<file path="src/rtl/pwm_ramp_ctrl_if.sv">
// pwm_ramp_ctrl_if: valid/ready command channel carrying a duty target and slew rate.
interface pwm_ramp_ctrl_if #(
   parameter int N      = 8,
   parameter int RATE_W = 8
);
   logic              cmd_valid;
   logic              cmd_ready;
   logic [N-1:0]      cmd_target;
   logic [RATE_W-1:0] cmd_rate;
   modport master (output cmd_valid, cmd_target, cmd_rate, input cmd_ready);
   modport slave  (input cmd_valid, cmd_target, cmd_rate, output cmd_ready);
endinterface

</file>
<file path="src/rtl/pwm_ramp_ctrl.sv">
// pwm_ramp_ctrl: prescaled step strobe, PWM phase tracker and period-aligned duty slew.
module pwm_ramp_ctrl #(
   parameter int N          = 8,
   parameter int PRESCALE_W = 16,
   parameter int RATE_W     = 8
) (
   input  logic                  clk,
   input  logic                  rst,
   input  logic                  ena,
   input  logic [PRESCALE_W-1:0] prescale,
   pwm_ramp_ctrl_if.slave        cmd,
   output logic                  step,
   output logic [N-1:0]          duty,
   output logic                  period_start,
   output logic                  busy
);
   typedef enum logic {IDLE, RAMP} state_t;
   state_t                state_q, state_d;
   logic [PRESCALE_W-1:0] pre_q, pre_d;
   logic [N-1:0]          phase_q, phase_d, duty_q, duty_d, target_q, target_d;
   logic [RATE_W-1:0]     rate_q, rate_d, rcnt_q, rcnt_d;

   // >= compare so a lowered prescale fires at once instead of wrapping the counter
   assign step         = ena & ~rst & (pre_q >= prescale);
   assign pre_d        = !ena ? pre_q : step ? '0 : pre_q + 1'b1;
   assign phase_d      = step ? phase_q + 1'b1 : phase_q;
   assign period_start = step & (&phase_q);
   assign duty         = duty_q;
   assign busy         = (state_q == RAMP);
   assign cmd.cmd_ready = (state_q == IDLE);

   always_comb begin
      state_d  = state_q;
      duty_d   = duty_q;
      target_d = target_q;
      rate_d   = rate_q;
      rcnt_d   = rcnt_q;
      if (state_q == IDLE) begin
         if (cmd.cmd_valid) begin
            target_d = cmd.cmd_target;
            rate_d   = cmd.cmd_rate;
            rcnt_d   = '0;
            state_d  = (cmd.cmd_target == duty_q) ? IDLE : RAMP;
         end
      end else if (period_start) begin
         if (rcnt_q == rate_q) begin
            duty_d  = (target_q > duty_q) ? duty_q + 1'b1 : duty_q - 1'b1;
            rcnt_d  = '0;
            state_d = (duty_d == target_q) ? IDLE : RAMP;
         end else begin
            rcnt_d = rcnt_q + 1'b1;
         end
      end
   end

   always_ff @(posedge clk or posedge rst) begin
      if (rst) begin
         state_q  <= IDLE;
         pre_q    <= '0;
         phase_q  <= '0;
         duty_q   <= '0;
         target_q <= '0;
         rate_q   <= '0;
         rcnt_q   <= '0;
      end else begin
         state_q  <= state_d;
         pre_q    <= pre_d;
         phase_q  <= phase_d;
         duty_q   <= duty_d;
         target_q <= target_d;
         rate_q   <= rate_d;
         rcnt_q   <= rcnt_d;
      end
   end
endmodule

</file>
<file path="src/flat_wrapper.sv">
// flat-port wrapper written by rule: the top's interface ports become plain ports
module pwm_ramp_ctrl_flat 
#(
   parameter int N          = 8,
   parameter int PRESCALE_W = 16,
   parameter int RATE_W     = 8
)
  (clk, rst, ena, prescale, step, duty, period_start, busy, cmd_cmd_valid, cmd_cmd_target, cmd_cmd_rate, cmd_cmd_ready);
  pwm_ramp_ctrl_if #(.N(N), .RATE_W(RATE_W)) cmd_i ();
  input  logic clk;
  input  logic rst;
  input  logic ena;
  input  logic [PRESCALE_W-1:0] prescale;
  output logic step;
  output logic [N-1:0] duty;
  output logic period_start;
  output logic busy;
  input wire logic [$bits(cmd_i.cmd_valid)-1:0] cmd_cmd_valid;
  input wire logic [$bits(cmd_i.cmd_target)-1:0] cmd_cmd_target;
  input wire logic [$bits(cmd_i.cmd_rate)-1:0] cmd_cmd_rate;
  output wire logic [$bits(cmd_i.cmd_ready)-1:0] cmd_cmd_ready;
  assign cmd_i.cmd_valid = cmd_cmd_valid;
  assign cmd_i.cmd_target = cmd_cmd_target;
  assign cmd_i.cmd_rate = cmd_cmd_rate;
  assign cmd_cmd_ready = cmd_i.cmd_ready;
  pwm_ramp_ctrl #(.N(N), .PRESCALE_W(PRESCALE_W), .RATE_W(RATE_W)) u_core (.clk(clk), .rst(rst), .ena(ena), .prescale(prescale), .cmd(cmd_i), .step(step), .duty(duty), .period_start(period_start), .busy(busy));
endmodule
</file>
<file path="config.mk">
export PLATFORM = sky130hd
export DESIGN_NAME = pwm_ramp_ctrl_flat
export DESIGN_NICKNAME = d
export VERILOG_FILES = /design/src/rtl/pwm_ramp_ctrl_if.sv /design/src/rtl/pwm_ramp_ctrl.sv /design/src/flat_wrapper.sv
export SDC_FILE = /design/constraint.sdc
export NUM_CORES = 1
export LEC_CHECK = 0
export ABC_AREA = 1
export BUFFER_PORTS_ARGS = -buffer_cell sky130_fd_sc_hd__buf_2
export CAP_MARGIN = 30
export CORE_ASPECT_RATIO = 0.5
export CORE_MARGIN = 2
export CORE_UTILIZATION = 63
export DETAILED_ROUTE_END_ITERATION = 16
export PLACE_DENSITY = 0.88
export SYNTH_ARGS = -nofsm -noshare
export SYNTH_HDL_FRONTEND = slang
export SYNTH_SLANG_ARGS = --single-unit
</file>
<file path="constraint.sdc">
create_clock -name clk -period 5.95 [get_ports clk]
set_input_delay 0.8925 -clock clk [delete_from_list [all_inputs] [get_ports clk]]
set_output_delay 0.8925 -clock clk [all_outputs]
set_load 0.1 [all_outputs]
</file>
==> flow_summary_export.csv, run 1 <==
group,metric,value,unit
place,dp_hpwl,6.10,mm
yosys,syn_nets,570,
critical_path,cp.required,5060,ps
yosys,synth-seq-cells,57,
route,drtAntennaViolNets,0,
clock_tree,cts-resized-gates,0,
critical_path,slowest_stage,"buf_2",
sta,slew_headroom,48.1,%
route,drc,0,
place,dp_slack,2260,ps
critical_path,cp-end-kind,"primary output",
floorplan,die_w,116,um
critical_path,crit_path_cell_trace,"buf_2, inv_1, ha_1, nand2_1, nor4_1, nand2_1, nand3_2, nand2_4, inv_2, buf_2",
final_layout,final_common_cell,"nand2_1",
clock_tree,cts_setup_buffers,0,
yosys,mappedNetlistArea,0.00396,mm2
yosys,yosysUniqueCellTypes,42,
grt,grt_max_degree,49,
place,io_buffer_count,47,
final_layout,final_core_util,75.2,%
critical_path,arrival,2770,ps
sta,setup_slack,2280,ps
sta,setup_violations,0,
route,routed_wl,8.11,mm
route,drt_iter0_markers,151,
floorplan,ios,48,
clock_tree,cts_buffer_depth,2,
final_layout,final_cell_mix,"130 x nand2_1, 66 x inv_1, 57 x dfrtp_1",
run,cap_violations,0,
grt,grt_pass1_wl,14.0,mm
grt,antenna_found_initial,0,
power_and_ir_drop,fin_total_pwr,1.48,mW
yosys,yosys_warnings,0,
final_layout,drive_above_1_share,16.1,%
route,via_count,3373,
yosys,synth_top_area_share,36.0,%
clock_tree,cts_tree,"done",
sta,timing.final.max_slew_violations,0,
sta,rsz0062_at_grt,"false",
sta,fin_hold_ws,492,ps
yosys,avgSynthCellArea,7.95,um2
clock_tree,path_clk_slew,50,ps
final_layout,syn2layout_area_growth,15.4,%
sta,fin_crit,3670,ps
clock_tree,cts_max_level,3,
yosys,synth_edf_count,0,
critical_path,max_stage_delay,500,ps
yosys,ys_seq_area_share,36.0,%
sta,min_period_over_period,61.6,%
yosys,synth_top_cell_by_area,"dfrtp_1",
run_status,status,"complete, no violations",
yosys,async_flop_share,100,%
power_and_ir_drop,p_leak,2.40,nW
route,vias_per_cell,5.25,
grt,gr-total-overflow,0,
grt,grt_pass1_vias,3348,
sta,fmax,273,MHz
floorplan,coreArea,0.00608,mm2
critical_path,r2r_setup_slack,2470,ps
sta,worst_pin_slew,777,ps
yosys,synthTopCellsByArea,"dfrtp_1 36%, nand2_1 12%, ha_1 11%",
power_and_ir_drop,peakVddDrop,167,uV
clock_tree,cts_buffers,9,
route,dr.pass1.iters,4,
clock_tree,clock-sinks,57,
clock_tree,insertion_delay,320,ps
critical_path,cp-start-kind,"input pin",
place,gp_congestion,0.836,
clock_tree,hold_buffers,0,
yosys,syn_inst,498,
floorplan,rows,20,
power_and_ir_drop,power.density,325,mW/mm2
floorplan,die_area,0.00697,mm2
floorplan,dieHeight,60.1,um
yosys,synth_ff_type,"dfrtp_1",
sta,finClkSkew,8.57,ps
floorplan,start_util,65.1,%
critical_path,critPathKind,"in -> out",
sta,hold_viol_final,0,
clock_tree,cts_root_buffer,"clkbuf_16",
sta,setup-tns-final,0,ps
grt,grt_usage,26.4,%
hold_path,min_path_type,"in -> async",
route,wl_per_cell,12.6,um
critical_path,path_max_fanout,21,
final_layout,final_nets,621,
final_layout,num_antenna_cells,0,
sequential cells by signal (all words and copies together) (netlist names):
| name | cells |
|---|---|
| u_core.rcnt_q | 8 |
| u_core.duty | 8 |
| u_core.pre_q | 16 |
| u_core.phase_q | 8 |
| u_core.target_q | 8 |
| u_core.busy | 1 |
| u_core.rate_q | 8 |
through the flow:
stage | cells | area [um2]
after detailed placement | 626 | 4260
after global placement | 626 | 4260
after global routing | 642 | 4570
after CTS | 642 | 4570
after floorplan | 498 | 3960
final | 642 | 4570
area by class of cell:
class | count | area (um2)
Fill cell | 476 | 1510
Multi-Input combinational cell | 364 | 2220
Tap cell | 88 | 110
Clock inverter | 2 | 35.0
Inverter | 69 | 262
Timing Repair Buffer | 48 | 243
Sequential cell | 57 | 1430
Clock buffer | 14 | 274
Yosys cell counts (2+ instances only):
library cell	number
a21oi_1	16
buf_6	2
clkbuf_1	3
dfrtp_1	57
ha_1	35
inv_1	67
nand2_1	130
nand2_2	3
nand3_1	39
nand3_2	4
nand3b_1	3
nand4_1	5
nor2_1	34
nor2_2	2
nor3_1	4
nor3_2	3
nor3b_1	2
o21ai_0	22
o21ai_1	2
o21ai_2	5
xnor2_1	19
xor2_1	21
metal layers:
metal | global-route usage, % | routed length [um] | vias up
li1 | - | - | 1707
met1 | 30.9 | 3620 | 1568
met2 | 48.8 | 3970 | 83
met3 | 7.00 | 408 | 15
met4 | 7.82 | 114 | 0
met5 | 0 | 0 | -
cell families (layout without fill, tap and decap cells):
group / Yosys count / after routing / synth area share (%)
DFF: 57 / 57 / 36.0
AOI/OAI and AO/OA: 50 / 50 / 7.14
xor gates and xnor gates: 41 / 41 / 9.42
and+or+nand+nor: 237 / 237 / 28.0
adders and majority gates: 36 / 36 / 11.6
buffers and inverters: 77 / 133 / 7.90
final timing paths:
path / startpoint / end / cells past startpoint
hold reg to reg: u_core.phase_q[6]$_DFFE_PP0P_ / u_core.phase_q[6]$_DFFE_PP0P_ / 1
min in group clk: u_core.phase_q[6]$_DFFE_PP0P_ / u_core.phase_q[6]$_DFFE_PP0P_ / 1
hold / removal: rst / u_core.pre_q[5]$_DFFE_PP0P_ / 2
max in group asynchronous: rst / u_core.rcnt_q[3]$_DFFE_PP0P_ / 3
setup reg to reg: u_core.duty[7]$_DFFE_PP0P_ / u_core.busy$_DFF_PP0_ / 18
setup / recovery: prescale[7] / step / 10
where the power goes:
part | switching [mW] | leakage [nW] | internal, mW
Clock | 0.163 | 0.153 | 0.357
Combinational | 0.241 | 1.53 | 0.166
Sequential | 0.0836 | 0.722 | 0.474
Total | 0.488 | 2.40 | 0.997
critical path: cells and delay by family:
family                     cells  cell delay, ps
buffers and inverters          4             890
and+or+nand+nor                5             710
adders and majority gates      1             280
Power figures use the tool's default switching activity.
==> inputs of run 2 (changes only) <==
--- a/config.mk
+++ b/config.mk
@@ -10,9 +10,9 @@
 export CAP_MARGIN = 30
 export CORE_ASPECT_RATIO = 0.5
 export CORE_MARGIN = 2
-export CORE_UTILIZATION = 63
+export CORE_UTILIZATION = 59
 export DETAILED_ROUTE_END_ITERATION = 16
-export PLACE_DENSITY = 0.88
+export PLACE_DENSITY = 0.84
 export SYNTH_ARGS = -nofsm -noshare
 export SYNTH_HDL_FRONTEND = slang
 export SYNTH_SLANG_ARGS = --single-unit
==> constraint.sdc (replaced) <==
create_clock -name clk -period 3.7 [get_ports clk]
set_input_delay 0.555 -clock clk [delete_from_list [all_inputs] [get_ports clk]]
set_output_delay 0.555 -clock clk [all_outputs]
set_load 0.1 [all_outputs]
==> flow_summary_export.csv, run 2 (same netlist as run 1, synthesis figures left out) <==
group,metric,value,unit
floorplan,die_w,120,um
critical_path,crit_path_cell_trace,"inv_1, ha_1, nand2_1, nor2_1, nand4_1, nand2_1, inv_1, fa_1, xnor2_1, nand2_1, nand2_1, nand4_1, nor2_1, nand3_1, nor2_1, nand3_1, nand2_1, nand2_1",
clock_tree,cts_max_level,3,
final_layout,largest_register_ffs,16,
clock_tree,cts_root_buffer,"clkbuf_16",
floorplan,coreArea,0.00660,mm2
final_layout,drive_above_1_share,16.4,%
clock_tree,cts_tree,"done",
route,dr.pass1.iters,4,
sta,setup-tns-final,0,ps
hold_path,min_path_type,"in -> async",
grt,grt_pass1_wl,14.0,mm
final_layout,final_nets,622,
final_layout,fin_area,0.00455,mm2
critical_path,slowest_stage,"fa_1",
grt,grt_pass1_vias,3133,
critical_path,arrival,3520,ps
floorplan,ios,48,
route,routed_wl,8.51,mm
clock_tree,insertion_delay,330,ps
sta,setup_violations,0,
critical_path,critPathKind,"reg -> reg",
critical_path,cp.required,3910,ps
clock_tree,cts_setup_buffers,0,
power_and_ir_drop,peakVddDrop,219,uV
sta,fin_crit,3310,ps
clock_tree,cts-resized-gates,0,
grt,antenna_found_initial,0,
critical_path,cp-start-kind,"flip-flop",
floorplan,dieHeight,61.9,um
final_layout,final_common_cell,"nand2_1",
route,drtAntennaViolNets,0,
final_layout,regMostFlops,"u_core.pre_q",
place,dp_hpwl,6.34,mm
grt,gr-total-overflow,0,
critical_path,cp_common_cell,"nand2_1",
run,cap_violations,0,
clock_tree,clock-sinks,57,
power_and_ir_drop,fin_total_pwr,2.31,mW
route,wl_per_cell,13.2,um
power_and_ir_drop,power.density,509,mW/mm2
place,gp_congestion,0.925,
grt,grt_max_degree,41,
floorplan,start_util,60.0,%
route,vias_per_cell,5.21,
critical_path,max_stage_delay,440,ps
sta,timing.final.max_slew_violations,0,
clock_tree,cts_buffers,9,
grt,grt_usage,24.4,%
sta,min_period_over_period,89.5,%
run_status,status,"complete, no violations",
floorplan,die_area,0.00742,mm2
sta,worst_pin_slew,847,ps
sta,fmax,302,MHz
critical_path,cp-end-kind,"flip-flop",
final_layout,final_cell_mix,"130 x nand2_1, 66 x inv_1, 57 x dfrtp_1",
sta,rsz0062_at_grt,"false",
critical_path,path_max_fanout,11,
final_layout,num_antenna_cells,0,
floorplan,rows,21,
route,via_count,3363,
clock_tree,cts_buffer_depth,2,
final_layout,syn2layout_area_growth,14.8,%
route,drt_iter0_markers,228,
place,io_buffer_count,47,
power_and_ir_drop,p_leak,2.38,nW
place,dpl-instance-area,0.00427,mm2
sta,fin_hold_ws,406,ps
clock_tree,hold_buffers,0,
clock_tree,path_clk_slew,50,ps
sta,slew_headroom,43.4,%
route,drc,0,
sta,hold_viol_final,0,
sta,finClkSkew,8.20,ps
-- run 2: cell types whose count changed in the layout (fill, tap and decap cells not counted), sizes merged --
cell and change:
clkinvlp +3, buf +1, bufinv -1, clkinv +1
clkbuf -4
-- run 2: worst paths after layout --
| kind | startpoint | endpoint | slack (ps) | cells after the start |
|---|---|---|---|---|
| setup reg to reg | u_core.duty[7]$_DFFE_PP0P_ | u_core.busy$_DFF_PP0_ | 390 | 18 |
| hold reg to reg | u_core.target_q[0]$_DFFE_PP0P_ | u_core.target_q[0]$_DFFE_PP0P_ | 500 | 2 |
| max in group asynchronous | rst | u_core.rate_q[0]$_DFFE_PP0P_ | 2510 | 3 |
| setup / recovery | u_core.duty[7]$_DFFE_PP0P_ | u_core.busy$_DFF_PP0_ | 390 | 18 |
| hold / removal | rst | u_core.pre_q[5]$_DFFE_PP0P_ | 410 | 2 |
| min in group clk | cmd_cmd_rate[2] | u_core.rate_q[2]$_DFFE_PP0P_ | 420 | 3 |
-- run 2: worst max-delay path: cells and delay by family, from the launching register on --
kind | cells | cell delay (ps)
flip-flops | 1 | 410
adder cells (fa/ha/maj) | 2 | 760
XOR/XNOR | 1 | 270
AND/OR/NAND/NOR | 13 | 1530
buffers and inverters | 2 | 220
-- run 2: per-layer routing --
| metal | track usage (%) | vias to the layer above | wire (um) |
|---|---|---|---|
| met5 | 0 | - | 0 |
| met4 | 7.23 | 0 | 89 |
| met3 | 6.30 | 9 | 394 |
| met2 | 44.8 | 85 | 4100 |
| met1 | 29.7 | 1572 | 3930 |
| li1 | - | 1697 | - |
-- run 2: layout make-up --
type | instances | area [um2]
Multi-Input combinational cell | 364 | 2220
Tap cell | 92 | 115
Clock buffer | 10 | 239
Clock inverter | 5 | 32.5
Sequential cell | 57 | 1430
Inverter | 69 | 262
Timing Repair Buffer | 49 | 250
Fill cell | 529 | 2050
-- run 2: power by group --
| group | internal, mW | switching, mW |
|---|---|---|
| logic | 0.268 | 0.392 |
| registers | 0.762 | 0.140 |
| clock network | 0.464 | 0.287 |
| total | 1.49 | 0.819 |
-- run 2: through the flow --
| step | setup slack, ps | util [%] | std cells |
|---|---|---|---|
| 2_1_floorplan | 40.4 | - | 498 |
| 3_3_place_gp | 543 | 64.8 | 631 |
| 3_5_place_dp | 481 | 64.8 | 631 |
| 4_1_cts | 437 | 68.9 | 646 |
| 5_1_grt | 147 | 68.9 | 646 |
| 6_report | 389 | 68.9 | 646 |
==> inputs of run 3 (changes only) <==
--- a/config.mk
+++ b/config.mk
@@ -12,6 +12,7 @@
 export CORE_MARGIN = 2
 export CORE_UTILIZATION = 59
 export DETAILED_ROUTE_END_ITERATION = 16
+export MAX_ROUTING_LAYER = met4
 export PLACE_DENSITY = 0.84
 export SYNTH_ARGS = -nofsm -noshare
 export SYNTH_HDL_FRONTEND = slang
==> constraint.sdc (replaced) <==
create_clock -name clk -period 3.7 [get_ports clk]
set_input_delay 0.555 -clock clk [delete_from_list [all_inputs] [get_ports clk]]
set_output_delay 0.555 -clock clk [all_outputs]
set_load 0.02 [all_outputs]
==> flow_summary_export.csv, run 3 (same netlist as run 1, synthesis figures left out) <==
group,metric,value,unit
clock_tree,cts-resized-gates,0,
route,route.met3.wl,267,um
clock_tree,hold_buffers,0,
final_layout,final_nets,623,
critical_path,cp-end-kind,"flip-flop",
grt,antenna_found_initial,0,
grt,grt_usage,26.3,%
critical_path,arrival,3500,ps
power_and_ir_drop,peakVddDrop,206,uV
final_layout,drive_above_1_share,16.5,%
sta,finClkSkew,10.7,ps
critical_path,path_max_fanout,11,
sta,fin_crit,3290,ps
place,io_buffer_count,47,
critical_path,cp_common_cell,"nand2_1",
route,wl_met1,4.00,mm
sta,fin_hold_ws,377,ps
final_layout,final_cell_mix,"130 x nand2_1, 66 x inv_1, 57 x dfrtp_1",
critical_path,crit_path_cell_trace,"inv_1, ha_1, a21oi_1, nor2_1, nor2_1, nand2_1, nand2_1, inv_1, fa_1, inv_1, nand3_1, nand2_1, xor2_1, xnor2_1, nand3_1, nor2_1, nand3_1, nand2_1, nand2_1",
clock_tree,cts_max_level,3,
final_layout,regMostFlops,"u_core.pre_q",
run_status,status,"complete, no violations",
grt,grt_pass1_wl,14.3,mm
critical_path,critPathKind,"reg -> reg",
place,dp_cells,632,
sta,setup_violations,0,
critical_path,cp_top_family,"simple AND/OR/NAND/NOR gates",
place,gp_congestion,0.941,
grt,gr-total-overflow,0,
clock_tree,insertion_delay,340,ps
route,dr.pass1.iters,4,
floorplan,coreArea,0.00660,mm2
route,top_layer_used,"met4",
critical_path,cp.required,3910,ps
sta,min_period_over_period,88.8,%
sta,hold_viol_final,0,
floorplan,ios,48,
route,drtAntennaViolNets,0,
final_layout,largest_register_ffs,16,
final_layout,final_common_cell,"nand2_1",
sta,rsz0062_at_grt,"false",
final_layout,stdcell_count,648,
sta,fmax,304,MHz
route,routed_wl,8.51,mm
floorplan,die_area,0.00742,mm2
final_layout,fill_cells,529,
sta,setup-tns-final,0,ps
run,cap_violations,0,
sta,slew_headroom,46.8,%
clock_tree,cts_root_buffer,"clkbuf_16",
hold_path,min_path_type,"in -> async",
place,dp_slack,461,ps
floorplan,dieHeight,61.9,um
grt,grt_max_degree,39,
route,vias_per_cell,5.17,
clock_tree,path_clk_slew,50,ps
floorplan,rows,21,
clock_tree,cts_setup_buffers,0,
critical_path,max_stage_delay,460,ps
route,drc,0,
power_and_ir_drop,power.density,519,mW/mm2
final_layout,syn2layout_area_growth,15.6,%
route,via_count,3348,
clock_tree,cts_tree,"done",
route,wl_per_cell,13.1,um
critical_path,cp-start-kind,"flip-flop",
floorplan,start_util,60.0,%
critical_path,ff2ff_path_depth,19,
floorplan,die_w,120,um
critical_path,r2r_end,"u_core.busy$_DFF_PP0_",
place,dp_hpwl,6.30,mm
critical_path,worst-path-buf-inv,3,
route,drt_iter0_markers,270,
critical_path,r2r_setup_slack,410,ps
power_and_ir_drop,p_leak,2.40,nW
power_and_ir_drop,fin_total_pwr,2.38,mW
clock_tree,cts_buffers,9,
critical_path,slowest_stage,"fa_1",
grt,grt_pass1_vias,3211,
final_layout,num_antenna_cells,0,
clock_tree,cts_buffer_depth,2,
sta,setup_slack,414,ps
route,met2_length,4.03,mm
clock_tree,clock-sinks,57,
critical_path,r2r-start,"u_core.duty[5]$_DFFE_PP0P_",
sta,timing.final.max_slew_violations,0,
sta,worst_pin_slew,797,ps
run 3: cell count changes in the layout (fill, tap and decap cells not counted):
cell / before / now
clkinvlp_4: 3 / 2
bufinv_16: 0 / 1
clkbuf_1: 0 / 1
buf_4: 2 / 3
run 3: cell type report:
cell class / count / area [um2] / share of cell area, %
Clock buffer: 11 / 243 / 5.30
Clock inverter: 5 / 55.1 / 1.20
Timing Repair Buffer: 50 / 258 / 5.63
Sequential cell: 57 / 1430 / 31.1
Multi-Input combinational cell: 364 / 2220 / 48.5
Tap cell: 92 / 115 / 2.51
Inverter: 69 / 262 / 5.71
run 3: metal layers:
metal  vias to the layer above  global-route usage [%]
li1                       1706                       -
met1                      1564                    30.6
met2                        58                    44.7
met3                        20                    8.21
met4                         0                    9.08
met5                         -                       -
run 3: through the flow:
stage	instance area (um2)	utilization, %
after global placement	4280	64.9
after CTS	4580	69.4
after detailed placement	4280	64.9
final	4580	69.4
after floorplan	3960	-
after global routing	4580	69.4
run 3: report_power, final:
| group | internal, mW | leakage, nW | switching (mW) |
|---|---|---|---|
| Sequential | 0.761 | 0.722 | 0.137 |
| Combinational | 0.270 | 1.54 | 0.375 |
| Clock | 0.536 | 0.142 | 0.300 |
run 3: worst max-delay path by stage:
stage                                from               endpoint  slack, ps  cells after the start
3_5_place_dp   u_core.duty[7]$_DFFE_PP0P_  u_core.busy$_DFF_PP0_        460                     18
2_1_floorplan  u_core.duty[7]$_DFFE_PP0P_  u_core.busy$_DFF_PP0_        680                     18
5_1_grt        u_core.duty[7]$_DFFE_PP0P_  u_core.busy$_DFF_PP0_         70                     18
3_3_place_gp   u_core.duty[4]$_DFFE_PP0P_  u_core.busy$_DFF_PP0_        500                     18
6_report       u_core.duty[5]$_DFFE_PP0P_  u_core.busy$_DFF_PP0_        410                     19
4_1_cts        u_core.duty[4]$_DFFE_PP0P_  u_core.busy$_DFF_PP0_        440                     18
run 3: worst register-to-register path: stages, from the launching register on:
cell,delay [ps]
dfrtp_1,420
inv_1,100
ha_1,320
a21oi_1,170
nor2_1,60
nor2_1,90
nand2_1,90
nand2_1,330
inv_1,110
fa_1,460
inv_1,100
nand3_1,70
nand2_1,90
xor2_1,220
xnor2_1,150
nand3_1,80
nor2_1,110
nand3_1,90
nand2_1,60
nand2_1,40
